**config.mk**
```make
export PLATFORM = sky130hd
export DESIGN_NAME = sweep_scheduler_flat
export DESIGN_NICKNAME = d
export VERILOG_FILES = /design/src/rtl/sweep_scheduler_if.sv /design/src/rtl/sweep_scheduler.sv /design/src/flat_wrapper.sv
export SDC_FILE = /design/constraint.sdc
export NUM_CORES = 1
export LEC_CHECK = 0
export ABC_CLOCK_PERIOD_IN_PS = 2800
export BUFFER_PORTS_ARGS = -buffer_cell sky130_fd_sc_hd__buf_4
export CORE_MARGIN = 2
export CORE_UTILIZATION = 50
export DETAILED_ROUTE_END_ITERATION = 8
export PLACE_DENSITY = 0.85
export SETUP_SLACK_MARGIN = 0.05
export SYNTH_ARGS = -nofsm -noshare
export SYNTH_HDL_FRONTEND = slang
export SYNTH_SLANG_ARGS = --single-unit
```
**constraint.sdc**
```tcl
create_clock -name clk -period 2.8 [get_ports clk]
set_clock_uncertainty 0.1 [all_clocks]
set_input_delay 0.28 -clock clk [delete_from_list [all_inputs] [get_ports clk]]
set_output_delay 0.28 -clock clk [all_outputs]
set_load 0.005 [all_outputs]
```
**src/rtl/sweep_scheduler_if.sv**
```systemverilog
// rtl/sweep_scheduler_if.sv - request/grant/completion bundle between two requesters and the sweep scheduler
interface sweep_scheduler_if #(
  parameter int WIDTH = 8
);
  logic [1:0]         req_valid;
  logic [2*WIDTH-1:0] req_target;
  logic [1:0]         req_ready;
  logic               done;
  logic               done_id;

  modport master (
    output req_valid, req_target,
    input  req_ready, done, done_id
  );

  modport slave (
    input  req_valid, req_target,
    output req_ready, done, done_id
  );
endinterface

```
**src/rtl/sweep_scheduler.sv**
```systemverilog
// rtl/sweep_scheduler.sv - round-robin sweep sequencer driving an up/down counter with step pulses
// Define SWEEP_WRAP_EN for shortest-path sweeps that wrap modulo 2^WIDTH; default is linear mode.
module sweep_scheduler #(
  parameter int WIDTH    = 8,
  parameter int STEP_DIV = 1
) (
  input  logic             clk,
  input  logic             reset,
  sweep_scheduler_if.slave req,
  input  logic             clr_req,
  output logic             step,
  output logic             reverse,
  output logic             cnt_clr,
  output logic [WIDTH-1:0] position,
  output logic             busy
);
  localparam int DIV_W = (STEP_DIV > 1) ? $clog2(STEP_DIV) : 1;
  localparam logic [DIV_W-1:0] DIV_LOAD = DIV_W'(STEP_DIV - 1);

  typedef enum logic [1:0] {IDLE, RUN, DONE} state_t;
  state_t state, state_nx;

  logic [WIDTH-1:0] target;
  logic             id;
  logic             rr;
  logic             clr_pend;
  logic [DIV_W-1:0] div;

  logic             grant_id;
  logic [WIDTH-1:0] grant_target;
  logic [WIDTH-1:0] pos_step;
  logic             dir_down;
  logic             at_target;
  logic             accept;

`ifdef SWEEP_WRAP_EN
  localparam logic [WIDTH-1:0] HALF = {1'b1, {(WIDTH-1){1'b0}}};
  logic [WIDTH-1:0] diff;
`endif

  always_comb begin
    grant_id     = (req.req_valid == 2'b11) ? rr : req.req_valid[1];
    grant_target = grant_id ? req.req_target[WIDTH +: WIDTH] : req.req_target[0 +: WIDTH];
    at_target    = (grant_target == position);
`ifdef SWEEP_WRAP_EN
    // Half-way distance counts as "up" so ties never reverse.
    diff     = grant_target - position;
    dir_down = (diff > HALF);
`else
    dir_down = (grant_target < position);
`endif
    pos_step = reverse ? position - 1'b1 : position + 1'b1;
  end

  always_ff @(posedge clk) begin
    if (reset) state <= IDLE;
    else       state <= state_nx;
  end

  always_comb begin
    state_nx      = state;
    req.req_ready = 2'b00;
    req.done      = 1'b0;
    cnt_clr       = 1'b0;
    step          = 1'b0;
    busy          = 1'b0;
    accept        = 1'b0;
    case (state)
      IDLE: begin
        // Gated by reset so nothing is offered while reset is being sampled.
        if (!reset) begin
          if (clr_req || clr_pend) begin
            cnt_clr = 1'b1;
          end else if (req.req_valid != 2'b00) begin
            accept        = 1'b1;
            req.req_ready = grant_id ? 2'b10 : 2'b01;
            state_nx      = at_target ? DONE : RUN;
          end
        end
      end
      RUN: begin
        busy = 1'b1;
        if (div == '0) begin
          step = 1'b1;
          if (pos_step == target) state_nx = DONE;
        end
      end
      DONE: begin
        busy     = 1'b1;
        req.done = 1'b1;
        state_nx = IDLE;
      end
      default: state_nx = IDLE;
    endcase
  end

  always_ff @(posedge clk) begin
    if (reset) begin
      position <= '0;
      reverse  <= 1'b0;
      target   <= '0;
      id       <= 1'b0;
      rr       <= 1'b0;
      clr_pend <= 1'b0;
      div      <= '0;
    end else begin
      if (cnt_clr) begin
        position <= '0;
        clr_pend <= 1'b0;
      end else if (clr_req && state != IDLE) begin
        clr_pend <= 1'b1;
      end
      if (accept) begin
        target  <= grant_target;
        id      <= grant_id;
        reverse <= dir_down;
        div     <= DIV_LOAD;
      end
      if (state == RUN) div <= (div == '0) ? DIV_LOAD : div - 1'b1;
      // Shadow follows the counter, which moves on the edge that ends the step cycle.
      if (step) position <= pos_step;
      if (state == DONE) rr <= ~id;
    end
  end

  assign req.done_id = id;
endmodule

```
**src/flat_wrapper.sv**
```systemverilog
// flat-port wrapper written by rule: the top's interface ports become plain ports
module sweep_scheduler_flat 
#(
  parameter int WIDTH    = 8,
  parameter int STEP_DIV = 1
)
  (clk, reset, clr_req, step, reverse, cnt_clr, position, busy, req_req_valid, req_req_target, req_req_ready, req_done, req_done_id);
  sweep_scheduler_if #(.WIDTH(WIDTH)) req_i ();
  input  logic clk;
  input  logic reset;
  input  logic clr_req;
  output logic step;
  output logic reverse;
  output logic cnt_clr;
  output logic [WIDTH-1:0] position;
  output logic busy;
  input wire logic [$bits(req_i.req_valid)-1:0] req_req_valid;
  input wire logic [$bits(req_i.req_target)-1:0] req_req_target;
  output wire logic [$bits(req_i.req_ready)-1:0] req_req_ready;
  output wire logic [$bits(req_i.done)-1:0] req_done;
  output wire logic [$bits(req_i.done_id)-1:0] req_done_id;
  assign req_i.req_valid = req_req_valid;
  assign req_i.req_target = req_req_target;
  assign req_req_ready = req_i.req_ready;
  assign req_done = req_i.done;
  assign req_done_id = req_i.done_id;
  sweep_scheduler #(.WIDTH(WIDTH), .STEP_DIV(STEP_DIV)) u_core (.clk(clk), .reset(reset), .req(req_i), .clr_req(clr_req), .step(step), .reverse(reverse), .cnt_clr(cnt_clr), .position(position), .busy(busy));
endmodule
```
**Yosys cells after proc, flatten, opt, wreduce, memory -nomap -nowiden**

Cells that the tools add are included.
W data, S select, Z words.

- $add $sub $neg: 3
- Magnitude comparators: 1
- Equality and inequality tests: 9
- Muxes and demuxes: 30
- Bitwise logic cells: 1
- Reduce and logical (&&, ||, !) cells: 10

Operators with widths:

| operator | number |
|---|---|
| $mux W8 | 4 |
| $mux W2 | 10 |
| $eq A8 B8 Y1 | 2 |
| $mux W1 | 15 |
| $add A8 B1 Y8 const B | 1 |
| $lt A8 B8 Y1 | 1 |
| $reduce_bool A2 Y1 | 4 |
| $sub A8 B1 Y8 const B | 1 |
| $eq A2 B2 Y1 const B | 2 |
| $ne A2 B1 Y1 const B | 2 |
| $ne A2 B2 Y1 const B | 2 |
| $pmux W2 S2 | 1 |
| $reduce_and A4 Y1 | 1 |
| $reduce_or A2 Y1 | 2 |
| $eq A2 B1 Y1 const B | 1 |
| $logic_not A2 Y1 | 1 |
| $logic_and A1 B1 Y1 | 1 |
| $logic_or A1 B1 Y1 | 1 |
| $not A1 Y1 | 1 |
| $sub A1 B1 Y1 const B | 1 |

- Flip-flop bits (word level): 23
- Input bits: 21
- Output and inout port bits: 16
- Word-level logic and storage cells: 62

**Logic depth before layout (Yosys ltp)**

- Word-level depth: 8
- Mapped depth: 10

**Worst setup path after synthesis**

No wires, ideal clock.

- Path kind: reg2reg
- Start point: register u_core.reverse
- End point: register u_core.state[1]
- Arrival time: 2.224 ns
- Data required time: 2.614 ns
- Slack: 0.389 ns
- Stages on the path, launching flop included: 8
- Clock period less this slack: 2.411 ns
- Cells stage by stage: dfxtp_1 fa_1 a21o_1 a21oi_2 xnor3_1 nor4_2 a41oi_2 a221oi_2

- Word-level cells in the longest chain between the ends: 4

Ends and longest elaborated chain:

| element | line | text |
|---|---|---|
| start, declared | sweep_scheduler.sv:12 | `output logic reverse,` |
| start signal, assigned | sweep_scheduler.sv:116 | `reverse <= dir_down;` |
| $mux W8 | sweep_scheduler.sv:52 | `pos_step = reverse ? position - 1'b1 : position + 1'b1;` |
| $eq A8 B8 Y1 | sweep_scheduler.sv:85 | `if (pos_step == target) state_nx = DONE;` |
| $ne A2 B1 Y1 (no source line) | - |  |
| $reduce_and A4 Y1 (no source line) | - |  |
| end signal, assigned | sweep_scheduler.sv:57 | `else state <= state_nx;` |
| end, declared | sweep_scheduler.sv:21 | `state_t state, state_nx;` |

No other way between the ends.
A chain may end at the register's enable or synchronous reset.

**Final worst setup path**

Ends and elaborated chain as after synthesis.

==> impl_summary.log <==
[metrics] critical path launch point type: flop
[metrics] Netlist Area Pre-Place: ~1600 µm²
[metrics] clock tree sinks: 22
[metrics] DP Area: 1960 µm²
[metrics] clock transition time at the flip-flop clock pins of the worst setup and hold paths: ~0.13 ns
[metrics] number of global-route vias before repair: 1,340
[metrics] area of the core: just over 3000 µm²
[metrics] mean post-synth cell area: 9.15 µm²
[metrics] largest area contributor in the synthesized netlist: sky130_fd_sc_hd__dfxtp_1
[metrics] Maximum Capacitance Violations: 0
[metrics] Gate Count Post-Synth: 177
[metrics] top-area cell type share of the netlist area: 0.272
[metrics] buffers inserted by post-CTS timing repair: 0
[metrics] number of DRC violations after detailed-routing iteration 0: 35
[metrics] ratio of cells with drive above 1 in the final layout: 0.307
[metrics] number of antenna cells inserted: 0
[metrics] TritonCTS buffer count: 3
[metrics] Slew headroom: 0.615
[metrics] setup repair after global routing missed its margin: no
[metrics] Resized cells post-CTS: 0
[metrics] vias per inst: 5.30
[metrics] Die Wd: 60.9 µm
[metrics] routed len/inst: 13.7 µm
[metrics] final design utilization: 0.649
[metrics] number of different library cells in the post-synthesis netlist: 38
[metrics] most numerous cell in the Yosys netlist: sky130_fd_sc_hd__dfxtp_1
[metrics] pin count of the biggest net entering global routing: 25
[metrics] required arrival time at the worst endpoint: 2.94 ns
[metrics] result of the run: finished clean
[metrics] Initial Utilization: 0.526
[metrics] transition time at the pin with the least slew margin: 0.575 ns
[metrics] number of flops mapped to enable cells by yosys: 0
[metrics] overall die height: 60.9 µm
[metrics] floorplan row count: 20
[metrics] Final min period: 2.49 ns
[metrics] critical path start-end classification: flop to flop
[metrics] fin crit share: 0.891
[metrics] all-layer global routing usage: 0.218
[metrics] number of antenna violations at the first check in global routing: 0
[metrics] Longest Clk Path Bufs: 2
[metrics] most used flip-flop cell after synthesis: sky130_fd_sc_hd__dfxtp_1
[metrics] die outline area: 3710 µm²
[metrics] kind of capture point of the worst setup path: flop
[metrics] total wirelength of the detailed-routed design: 3580 µm
[metrics] Leak Pwr: 0.898 nW
[metrics] Synth warnings: 0
[metrics] final net count: 258
[metrics] clock tree from TritonCTS: built
[metrics] global route total overflow: 0
[metrics] via count: 1,388
[metrics] post-route cell area: 2000 µm²
[metrics] Setup TNS: 0 ns
[metrics] Setup-failing EPs final: 0
[metrics] count of hold buffers inserted by post-cts repair: 0
[metrics] proportion of register bits with asynchronous set or reset after synthesis: 0
[metrics] most frequent cells after synthesis: sky130_fd_sc_hd__dfxtp_1, sky130_fd_sc_hd__ha_1, sky130_fd_sc_hd__nor2_1
[metrics] first-pass GRT wire length: 6000 µm
[metrics] number of pins with negative max-slew slack in the final report: 0
[metrics] hpwl dp: 2780 µm
[metrics] areal power density over the cells: 622 nW/µm²
[metrics] final antenna-violating net count: 0
[metrics] total DRC errors in the routed layout: 0
[metrics] maximum net fanout on the critical path: 11
[metrics] Peak supply drop: 0.492 mV
[metrics] Initial DRT Pass Iterations: 4
[metrics] I/O Buffers: 36
[metrics] H-Tree Depth: 1
[metrics] RePlAce Congestion: 0.849
[metrics] post-synthesis sequential area ratio: 0.272
[metrics] Layout Area Growth over Synthesis: 23.3%
[metrics] worst path arrival time: around 2.6 ns
[metrics] worst hold-check path type: input port to flop
[metrics] post-synthesis register bit count: 22
[metrics] I/O pins: 37
[metrics] clock insertion delay at the later pin of the skew report: 0.31 ns
[metrics] leading post-synthesis cells by cell area: sky130_fd_sc_hd__dfxtp_1, sky130_fd_sc_hd__ha_1, sky130_fd_sc_hd__mux2_2, sky130_fd_sc_hd__xnor2_1, sky130_fd_sc_hd__nor2b_1
[metrics] Clk Tree Root Cell: sky130_fd_sc_hd__clkbuf_4
[metrics] number of nets in the synthesized netlist: 216
[metrics] number of fill cells in the layout: 270
[metrics] Hold Vio Cnt, Final: 0
[metrics] Peak Freq: about 400 MHz
per-stage QoR:
stage | total power [mW] | setup slack, ns | hold slack [ns] | instances
after floorplan | 0.857 | 0.389 | 0.361 | 177
after global placement | 1.05 | 0.307 | 0.384 | 258
after detailed placement | 1.06 | 0.224 | 0.393 | 258
after CTS | 1.25 | 0.198 | 0.178 | 262
after global routing | 1.35 | 0.186 | 0.197 | 262
final | 1.24 | 0.306 | 0.181 | 262
state kept, by name, indices dropped and copies added (netlist names):
register	flops
u_core.rr	1
u_core.state	2
u_core.position	8
u_core.target	8
u_core.req.done_id	1
u_core.reverse	1
u_core.clr_pend	1
cell type report:
type	count	area, µm²	share of cell area
multi-input cells	140	1120	0.559
flip-flops and latches	22	442	0.221
repair buffers	41	308	0.154
well taps	44	55.1	0.0276
inverters	11	41.3	0.0207
clock buffers	4	36.3	0.0182
final timing paths:
check,start,end,slack [ns],cells after the start
setup / recovery,u_core.reverse,u_core.state[1],0.31,7
hold / removal,clr_req,u_core.clr_pend,0.18,3
setup reg to reg,u_core.reverse,u_core.state[1],0.31,7
hold reg to reg,u_core.rr,u_core.rr,0.42,2
critical path, cell delays in order (launching register included):
cell and delay (ns):
sky130_fd_sc_hd__dfxtp_2 0.43, sky130_fd_sc_hd__fa_1 0.49, sky130_fd_sc_hd__a21o_1 0.19, sky130_fd_sc_hd__a21oi_2 0.18
sky130_fd_sc_hd__xnor3_1 0.26, sky130_fd_sc_hd__nor4_2 0.30, sky130_fd_sc_hd__a41oi_2 0.18, sky130_fd_sc_hd__a221oi_2 0.29
where the power goes:
group	switching [mW]	internal [mW]	leakage (nW)	total, mW
clock network	0.103	0.0794	0.0210	0.182
logic	0.319	0.324	0.697	0.643
registers	0.0475	0.370	0.180	0.418
total	0.469	0.773	0.898	1.24
per-layer routing:
metal	routed length, µm	global-route usage	vias up
li1	-	-	704
met2	1780	0.386	41
met1	1570	0.275	643
met3	227	0.0405	0
met5	0	0	-
met4	0	0.0466	0
cells by family after synthesis:
kind of cell,share of synthesized area
mux,0.135
buf+inv,0.0394
xor+xnor,0.100
simple gates,0.171
flops,0.272
fa+ha+maj,0.144
compound gates,0.139
cell usage in the layout, fill, tap and decap left out, types with 2 or more instances in the layout:
master                      n
sky130_fd_sc_hd__nand2_1    7
sky130_fd_sc_hd__o21ai_1    3
sky130_fd_sc_hd__dfxtp_1   21
sky130_fd_sc_hd__a21oi_1   11
sky130_fd_sc_hd__mux2_2    14
sky130_fd_sc_hd__nor3_1     6
sky130_fd_sc_hd__nand4_1    2
sky130_fd_sc_hd__nor2b_1   10
sky130_fd_sc_hd__a21o_1     3
sky130_fd_sc_hd__o21ai_0    5
sky130_fd_sc_hd__mux2i_1    5
sky130_fd_sc_hd__ha_1      17
sky130_fd_sc_hd__xnor2_1   10
sky130_fd_sc_hd__nand2b_1   4
sky130_fd_sc_hd__xor2_1     6
sky130_fd_sc_hd__nand3b_1   3
sky130_fd_sc_hd__clkbuf_4   3
sky130_fd_sc_hd__nor2_1    16
sky130_fd_sc_hd__buf_4     41
sky130_fd_sc_hd__inv_1     11
Power figures use the tool's default switching activity.
